$ cat src/rtl/alu_sequencer.sv
// Multi-cycle ALU sequencer: single-cycle logic ops, add and sub,
// shift-add multiply, one request in flight, valid/ready on both sides.
//
// Ports:
//   clk, rst             clock, synchronous active-high reset
//   in_valid, in_ready   request handshake (in_ready high only in IDLE)
//   op, a, b             opcode and unsigned operands
//   out_valid, out_ready result handshake
//   result, err          registered result, illegal-opcode flag
//   busy                 high whenever the FSM is not in IDLE
module alu_sequencer #(
    parameter int DATA_W = 3
) (
    input  logic                  clk,
    input  logic                  rst,
    input  logic                  in_valid,
    output logic                  in_ready,
    input  logic [2:0]            op,
    input  logic [DATA_W-1:0]     a,
    input  logic [DATA_W-1:0]     b,
    output logic                  out_valid,
    input  logic                  out_ready,
    output logic [2*DATA_W-1:0]   result,
    output logic                  err,
    output logic                  busy
);

    localparam int RW = 2 * DATA_W;
    localparam int CW = (DATA_W > 1) ? $clog2(DATA_W) : 1;

    typedef enum logic [1:0] {
        IDLE,
        EXEC,
        MUL,
        DONE
    } state_t;

    state_t            state;
    logic [2:0]        op_q;
    logic [DATA_W-1:0] a_q;
    logic [DATA_W-1:0] b_q;
    logic [RW-1:0]     mcand;
    logic [RW-1:0]     acc;
    logic [CW-1:0]     cnt;

    logic [RW-1:0]     a_ext;
    logic [RW-1:0]     b_ext;
    logic [RW-1:0]     exec_res;
    logic              exec_err;
    logic [RW-1:0]     acc_next;

    always_comb begin
        a_ext    = RW'(a_q);
        b_ext    = RW'(b_q);
        exec_res = '0;
        exec_err = 1'b0;
        case (op_q)
            3'b000:  exec_res = a_ext & b_ext;
            3'b001:  exec_res = a_ext | b_ext;
            3'b010:  exec_res = a_ext ^ b_ext;
            3'b011:  exec_res = a_ext + b_ext;
            3'b100:  exec_res = a_ext - b_ext;
            default: exec_err = 1'b1;
        endcase
    end

    // b_q is consumed LSB first; mcand shifts left in step with it
    assign acc_next = b_q[0] ? acc + mcand : acc;

    always_ff @(posedge clk) begin
        if (rst) begin
            state     <= IDLE;
            in_ready  <= 1'b1;
            busy      <= 1'b0;
            out_valid <= 1'b0;
            result    <= '0;
            err       <= 1'b0;
            op_q      <= '0;
            a_q       <= '0;
            b_q       <= '0;
            mcand     <= '0;
            acc       <= '0;
            cnt       <= '0;
        end else begin
            case (state)
                IDLE: begin
                    if (in_valid) begin
                        op_q     <= op;
                        a_q      <= a;
                        b_q      <= b;
                        mcand    <= RW'(a);
                        acc      <= '0;
                        cnt      <= '0;
                        in_ready <= 1'b0;
                        busy     <= 1'b1;
                        state    <= (op == 3'b101) ? MUL : EXEC;
                    end
                end
                EXEC: begin
                    result    <= exec_res;
                    err       <= exec_err;
                    out_valid <= 1'b1;
                    state     <= DONE;
                end
                MUL: begin
                    acc   <= acc_next;
                    mcand <= mcand << 1;
                    b_q   <= b_q >> 1;
                    cnt   <= cnt + CW'(1);
                    if (cnt == CW'(DATA_W - 1)) begin
                        result    <= acc_next;
                        err       <= 1'b0;
                        out_valid <= 1'b1;
                        state     <= DONE;
                    end
                end
                DONE: begin
                    if (out_ready) begin
                        out_valid <= 1'b0;
                        in_ready  <= 1'b1;
                        busy      <= 1'b0;
                        state     <= IDLE;
                    end
                end
                default: state <= IDLE;
            endcase
        end
    end

endmodule

$ cat config.mk
export PLATFORM = sky130hd
export DESIGN_NAME = alu_sequencer
export DESIGN_NICKNAME = d
export VERILOG_FILES = /design/src/rtl/alu_sequencer.sv
export SDC_FILE = /design/constraint.sdc
export NUM_CORES = 1
export LEC_CHECK = 0
export CAP_MARGIN = 20
export CORE_ASPECT_RATIO = 0.9
export CORE_MARGIN = 2
export CORE_UTILIZATION = 44
export DETAILED_ROUTE_END_ITERATION = 16
export MAX_ROUTING_LAYER = met4
export PLACE_DENSITY_LB_ADDON = 0.1
export REMOVE_ABC_BUFFERS = 1
export SLEW_MARGIN = 15
export SYNTH_ARGS = -nofsm -noshare
export SYNTH_HDL_FRONTEND = slang
export SYNTH_SLANG_ARGS = --single-unit
$ cat constraint.sdc
create_clock -name clk -period 1.9 [get_ports clk]
set_input_delay 0.19 -clock clk [delete_from_list [all_inputs] [get_ports clk]]
set_output_delay 0.19 -clock clk [all_outputs]
set_load 0.005 [all_outputs]
==> Word-level counts from Yosys, hierarchy flattened <==
Cells that the tools add are included.
{ "word_totals": {"ff_bits": 35, "output_inout_bits": 10} }
{ "op_classes": {"addsub": 4, "eq_ne": 12, "mux": 28, "n_bitwise": 3, "n_reduce_logical": 13} }
{ "ops": {"columns": ["operator", "count"], "rows": [
  ["6-bit one-hot mux with 2 select lines", 3],
  ["6-bit one-hot mux with 5 select lines", 1],
  ["6-bit 2-to-1 mux", 4],
  ["2-bit 2-to-1 mux", 5],
  ["3-bit AND reduction", 3],
  ["2-bit one-hot mux with 4 select lines", 1],
  ["1-bit 2-to-1 mux", 7],
  ["6-bit adder", 1],
  ["2-bit equality test (second input constant)", 3],
  ["3-bit by 2-bit equality test with 1-bit output (second input constant)", 2],
  ["3-bit equality test (second input constant)", 2],
  ["2-bit inequality test (second input constant)", 3],
  ["1-bit one-hot mux with 2 select lines", 3],
  ["3-bit one-hot mux with 2 select lines", 1],
  ["2-bit AND reduction", 3],
  ["2-bit nonzero test", 3],
  ["5-bit OR reduction", 1],
  ["3-bit by 3-bit adder with 4-bit output", 1],
  ["2-bit one-hot mux with 2 select lines", 1],
  ["3-bit by 3-bit subtractor with 4-bit output", 1],
  ["3-bit AND", 1],
  ["3-bit by 1-bit equality test with 1-bit output (second input constant)", 1],
  ["3-bit logical NOT", 1],
  ["3-bit 2-to-1 mux", 1],
  ["7 further kinds", 7]
]} }

==> Longest topological paths before layout <==
Gate-level depths: netlist (run 1).
{ "logic_depth": {"word_depth": 4, "mapped_depth": 8, "depth_no_buf": 8} }

==> Least setup slack after synthesis (run 1) <==
OpenSTA, ideal clock, no wires.
{ "synth_timing": {"path_type": "reg2reg", "startpoint": "reg b_q[0]", "endpoint": "reg result[2]", "setup_ps": 73, "arrival_ps": 1834, "t_required_ps": 1827, "path_slack_ps": -7, "stages_incl_launch_ff": 8, "cell_sequence": "dfxtp_1 ha_1 inv_1 fa_1 or4_4 a311oi_2 nor4_1 nor3_2"} }
{ "synth_via": {"elab_chain_cells": 3, "word_cells_on_any_way": 6, "cone_classes": "2 x add/sub; 4 x mux"} }
{ "synth_rtl": {"columns": ["element", "line_no", "source"], "rows": [
  ["start: declaration", "41", "logic [DATA_W-1:0] b_q;"],
  ["start signal: assignment", "108", "b_q <= b_q >> 1;"],
  ["3-bit by 3-bit subtractor with 4-bit output (tied with other cells)", "62", "3'b100: exec_res = a_ext - b_ext;"],
  ["6-bit one-hot mux with 5 select lines or 6-bit 2-to-1 mux (tied branches)", "57, 110", null],
  ["6-bit one-hot mux with 2 select lines *", "85", "case (state)"],
  ["end signal: assignment", "100", "result <= exec_res;"],
  ["end signal: assignment", "111", "result <= acc_next;"],
  ["end: declaration", "23", "output logic [2*DATA_W-1:0] result,"]
]} }
Mark *: on every way between the ends. The rest lies on a longest branch, timed or not. The select of a mux whose other input is x is not followed.
A chain may end at the register's enable or synchronous reset.

==> Worst setup path in the final report (run 1) <==
Ends and elaborated chain as after synthesis.

==> key figures, run 1 <==
Clock network
  – Clock sinks: 35
  – Reg clk slew, reported paths: approximately 70 ps
  – Clk buf depth: 2
  – Later-pin clock latency in the skew report: approximately 290 ps
  – Clock root cell: clkbuf_8
  – CTS H-tree depth: 2
  – Cts hold-fix bufs: 0
  – CTS Buf Count: 5
  – CTS tree: yes

Placed design
  – Placed cells: around 350
  – Dpl hpwl: between 4000 and 5000 um
  – Gpl congestion: slightly below 0.9
  – DP Area: between 2000 and 3000 um^2
  – Buffers on Ports: 22

Power and ir drop
  – Max VDD drop: about 0.57 mV
  – PD cells: between 1000 and 1500 nW/um^2
  – Leak pwr: 1.056 nW

Die
  – Die Wd: between 70 and 80 um
  – Die ar.: between 5000 and 6000 um^2
  – Initial core utilization: a little under half
  – Cell Rows: 23
  – Die Span Y: 69.83 um
  – IO Pins: 23
  – Standard cell core area: 4547 um^2

Timing
  – Final Hold Vio Count: 0
  – Final setup vio count: 0
  – Final Critical Period: around 1900 ps
  – Pins Over Slew Limit: 0
  – Final period utilization: approximately 100%
  – FMAX: roughly 0.54 GHz
  – Slew of the pin with the lowest slew margin: between 400 and 500 ps
  – Skew final: between 3 and 4 ps
  – Max-Slew Margin vs Limit: between 60 and 70%
  – RSZ-0062 raised after global routing: true

Yosys
  – Primary FF master, synth: dfxtp_1
  – Part of the Yosys area used for sequential elements: around 33%
  – Syn_area_per_cell: 8.340 um^2
  – Post-synth EDFFs: 0
  – Synth unique cells: between 40 and 50
  – Synth Warn #: 0
  – Asr flop ratio synth: 0%
  – Post-Synthesis Cells: ~250
  – FF+latch count, synth: 35
  – Cell Area, Synth: 2118 um^2

Global routing
  – Total congestion overflow: 0
  – Largest net degree at the start of global routing: 21
  – Initial antenna violation count: 0
  – First-pass GRT wire length: 8707 um
  – Overall Global Routing Usage: 21.10%
  – Vias in the first global route: between 1500 and 2000

Route
  – Pre-antenna DRT Iters: 4
  – DR iter-0 viols: 80
  – DRC viols: 0
  – WL final: slightly above 5000 um
  – Via density: about 5.3
  – Final ANT Viol Nets: 0
  – Via count: between 1500 and 2000
  – Routed WL per cell: between 10 and 15 um

Layout
  – Design area: 2723 um^2
  – Post-Layout Cell Count: roughly 360
  – Nets: 334
  – Area of the multi-input gates: roughly 1300 um^2
  – Number of fill cells: 445
  – Number of diodes: 0
  – Area grow syn2layout: 28.53%
  – Most frequent cells in the layout: 37 x nor2_1, 31 x dfxtp_1, 29 x buf_4
  – Leading cell type in the layout, fill and taps excluded: nor2_1
  – FF/Latch Area: approximately 710 um^2
  – Layout cells sized above 1: 21.33%

Run status
  – Status: complete, no violations

Min path
  – HP Class: flop to flop

Critical path
  – Worst path arrival time: 2080 ps
  – CP Capture Type: flop
  – Req. time, crit path: 2120 ps
  – CP startpoint kind: flop
  – Crit path max fanout: 4
  – CP Class: flop to flop

Job
  – Max Cap Violations: 0
worst max-delay path, cell delays in order, from the launching register on:
cell and delay, ps:
dfxtp_2 380, ha_4 150, inv_2 30, fa_2 330, or4_4 490, a311oi_2 240, nor4_2 80, nor3_2 100
stage by stage:
step | total power, mW | utilization, % | hold WS (ps) | setup TNS, ps | setup slack [ps]
5_1_grt | 3.052 | 59.88 | 484.2 | -106.7 | -48.38
4_1_cts | 2.821 | 58.64 | 487.3 | -16.79 | -16.79
2_1_floorplan | 1.672 | - | 259.1 | -1348 | -326.6
3_3_place_gp | 2.247 | 56.00 | 461.4 | -47.40 | -47.40
6_report | 2.824 | 59.88 | 478.5 | 0 | 41.95
3_5_place_dp | 2.257 | 56.00 | 477.3 | -113.3 | -113.3
report_power, final:
part	total [mW]	leakage, nW	switching (mW)	internal (mW)
Combinational	1.32	0.726	0.687	0.631
Sequential	0.978	0.288	0.107	0.870
Clock	0.529	0.0422	0.272	0.257
Total	2.82	1.06	1.07	1.76
path summary, 6_finish.rpt:
path | slack, ps | endpoint | start | cells past startpoint
worst max-delay path | 40 | result[2] | b_q[0] | 7
worst min-delay path | 480 | acc[2] | acc[2] | 2
worst max register to register | 40 | result[2] | b_q[0] | 7
worst min register to register | 480 | acc[2] | acc[2] | 2
repair_timing:
item | in CTS | in global routing
buffers inserted | 1 | 2
resized for setup | 10 | 11
pin swaps | 4 | 7
endpoints found under the setup margin | 2 | 6
kinds of logic after synthesis:
logic type | Yosys count | share of synthesized area (%)
adders and majority gates | 22 | 14.06
xor gates and xnor gates | 4 | 1.654
AOI/OAI and AO/OA | 67 | 21.26
and+or+nand+nor | 87 | 18.67
DFF | 35 | 33.08
buffers and inverters | 30 | 6.970
muxes | 9 | 4.312
state kept, by name, indices dropped and copies added (netlist names):
name	count
a_q	3
busy	1
err	1
state	2
acc	6
op_q	3
in_ready	1
result	6
out_valid	1
b_q	3
cnt	2
mcand	6
routing by layer:
| layer | part of all wire (%) | routed length, um | track usage [%] |
|---|---|---|---|
| met1 | 50 | 2598 | 28.43 |
| met3 | 5.3 | 274 | 5.208 |
| met2 | 43 | 2225 | 31.21 |
| met5 | 0 | 0 | - |
| met4 | 1.2 | 63 | 6.548 |
synth_stat cells, types with 5 or more instances:
library cell / number / share of area, %
a22oi_1: 5 / 1.8
a211oi_1: 9 / 3.2
ha_1: 19 / 11
nor3_1: 5 / 1.2
inv_1: 13 / 2.3
nand2_1: 25 / 4.4
a21oi_1: 24 / 5.7
buf_2: 5 / 1.2
nor2_1: 37 / 6.6
clkbuf_1: 5 / 0.89
mux2i_1: 8 / 3.8
dfxtp_1: 35 / 33
layout make-up:
type | count | area share (%)
Clock buffer | 7 | 2.803
Sequential cell | 35 | 25.92
Clock inverter | 1 | 0.1838
Timing Repair Buffer | 52 | 16.82
Multi-Input combinational cell | 189 | 49.13
Tap cell | 62 | 2.849
Inverter | 16 | 2.298
Note: power is estimated with default switching activity, not from simulation.
==> run 2: changes to the inputs <==
HOLD_SLACK_MARGIN = 0.05   (was default)
==> results of run 2 <==
The final DEF is identical to that of run 1; final timing and power are the same.
==> run 3: changes to the inputs <==
DONT_BUFFER_PORTS = 1   (was default)
==> key figures, run 3 (synthesized netlist as in run 1, its figures left out) <==
Placed design
  – Buffers on Ports: 0
  – Gpl congestion: 0.8986
  – Placed cells: 322
  – Dpl hpwl: between 3000 and 4000 um
  – Place WS: -59.51 ps

Power and ir drop
  – Leak pwr: about 0.98 nW
  – Max VDD drop: 0.6943 mV
  – Switch share: between 30% and 40%
  – Clock Power Share: between 20% and 30%
  – Comb power frac: 42.2%
  – Sequential Power Share: 37.7%
  – P_sw: 1.051 mW
  – PD cells: 1052 nW/um^2
  – Int Pwr: 1.600 mW

Critical path
  – CP startpoint kind: flop
  – CP Buf/Inv Count: 2
  – Slowest stage delay, CP: between 400 and 500 ps
  – Crit path max-delay cell type: or4_4
  – Req. time, crit path: 2120 ps
  – CP Class: flop to flop
  – Crit-path most repeated cell: inv_1
  – CP Cell Sequence: inv_1 -> ha_2 -> inv_1 -> fa_2 -> or4_4 -> a311oi_2 -> nor4_1 -> nor3_2
  – CP Capture Type: flop
  – CP top delay family: simple AND/OR/NAND/NOR gates
  – Crit path max fanout: 2
  – Worst path arrival time: 2110 ps

Clock network
  – Later-pin clock latency in the skew report: about 290 ps
  – Clk buf depth: 2
  – CTS Buf Count: 5
  – Reg clk slew, reported paths: around 80 ps
  – Clock root cell: clkbuf_8
  – Clock sinks: 35
  – CTS tree: yes
  – CTS H-tree depth: 2

Die
  – Die Wd: 77.14 um
  – IO Pins: 23
  – Cell Rows: 23
  – Initial core utilization: 46.59%
  – Die Span Y: 69.83 um
  – Standard cell core area: approximately 4500 um^2
  – Die ar.: between 5000 and 6000 um^2

Global routing
  – Vias in the first global route: roughly 1800
  – Initial antenna violation count: 0
  – Overall Global Routing Usage: between 20 and 25%
  – Largest net degree at the start of global routing: 36
  – Total congestion overflow: 0
  – First-pass GRT wire length: 8914 um

Route
  – Final ANT Viol Nets: 0
  – Pre-antenna DRT Iters: 5
  – DRC viols: 0
  – DR iter-0 viols: 136
  – Via density: approximately 5.4
  – Routed WL per cell: 15.52 um
  – WL final: approximately 5300 um
  – Via count: 1826

Layout
  – Biggest regs: acc x6, mcand x6, result x6
  – End-of-flow core utilization: 55.42%
  – Number of diodes: 0
  – Most frequent cells in the layout: 37 x nor2_1, 33 x dfxtp_1, 25 x nand2_1
  – Leading cell type in the layout, fill and taps excluded: nor2_1
  – Area of the multi-input gates: between 1000 and 1500 um^2
  – Area grow syn2layout: 18.96%
  – Layout cells sized above 1: a little under a fifth
  – FF/Latch Area: 703.2 um^2
  – Number of fill cells: 446
  – Nets: around 310
  – Post-Layout Cell Count: between 300 and 400

Timing
  – Final Hold Vio Count: 0
  – RSZ-0062 raised after global routing: true
  – Max-Slew Margin vs Limit: a little over two thirds
  – Final Critical Period: between 1500 and 2000 ps
  – Slew of the pin with the lowest slew margin: between 400 and 500 ps
  – Post-route setup slack: around 13 ps
  – FMAX: 0.5301 GHz
  – Skew final: 7.682 ps
  – Final setup vio count: 0
  – Pins Over Slew Limit: 0
  – Final period utilization: 99.29%

Job
  – Max Cap Violations: 0

Run status
  – Status: complete, no violations

Min path
  – HP Class: input port to flop
## run 3: power groups by stage
stage / combinational, mW / clock (mW) / sequential (mW)
2_1_floorplan: 0.677 / 0 / 0.994
3_3_place_gp: 1.06 / 0 / 1.01
3_5_place_dp: 1.07 / 0 / 1.01
4_1_cts: 1.10 / 0.548 / 0.997
5_1_grt: 1.26 / 0.581 / 1.02
6_report: 1.12 / 0.533 / 0.999
## run 3: area by class of cell
class                           count  area share (%)
Clock buffer                        5           2.731
Clock inverter                      3          0.5958
Inverter                           16           2.483
Multi-Input combinational cell    189           52.28
Sequential cell                    35           27.90
Tap cell                           62           3.078
Timing Repair Buffer               31           10.92
## run 3: timing repair
action / in CTS / in global routing
hold buffers: 8 / 0
setup buffers: 0 / 3
resized for setup: 2 / 11
endpoints found under the setup margin: 2 / 9
endpoints found under the hold margin: 35 / 0
pin swaps: 0 / 8
## run 3: final timing paths
path | startpoint | end | slack [ps] | cells after the start
worst max-delay path | a_q[0] | result[2] | 10 | 8
worst max register to register | a_q[0] | result[2] | 10 | 8
worst min-delay path | a[0] | a_q[0] | 60 | 2
worst min register to register | acc[2] | acc[2] | 490 | 2
## run 3: layer usage
| layer | vias up | share of wire, % | GRT usage, % |
|---|---|---|---|
| met5 | - | 0 | - |
| met4 | 0 | 1.5 | 8.135 |
| met3 | 7 | 4.6 | 4.297 |
| met2 | 47 | 42 | 29.08 |
| met1 | 825 | 52 | 31.80 |
| li1 | 947 | - | - |
## run 3: metrics by stage
| step | TNS, ps | area [um^2] | power, mW | hold slack (ps) |
|---|---|---|---|---|
| finish | 0 | 2520 | 2.651 | 62.73 |
| global route | -131.5 | 2520 | 2.865 | 63.67 |
| CTS | -35.57 | 2452 | 2.645 | 52.22 |
| detailed placement | -59.51 | 2273 | 2.081 | 265.9 |
| global placement | -38.71 | 2273 | 2.072 | 264.6 |
| floorplan | -1348 | 2033 | 1.672 | 259.1 |
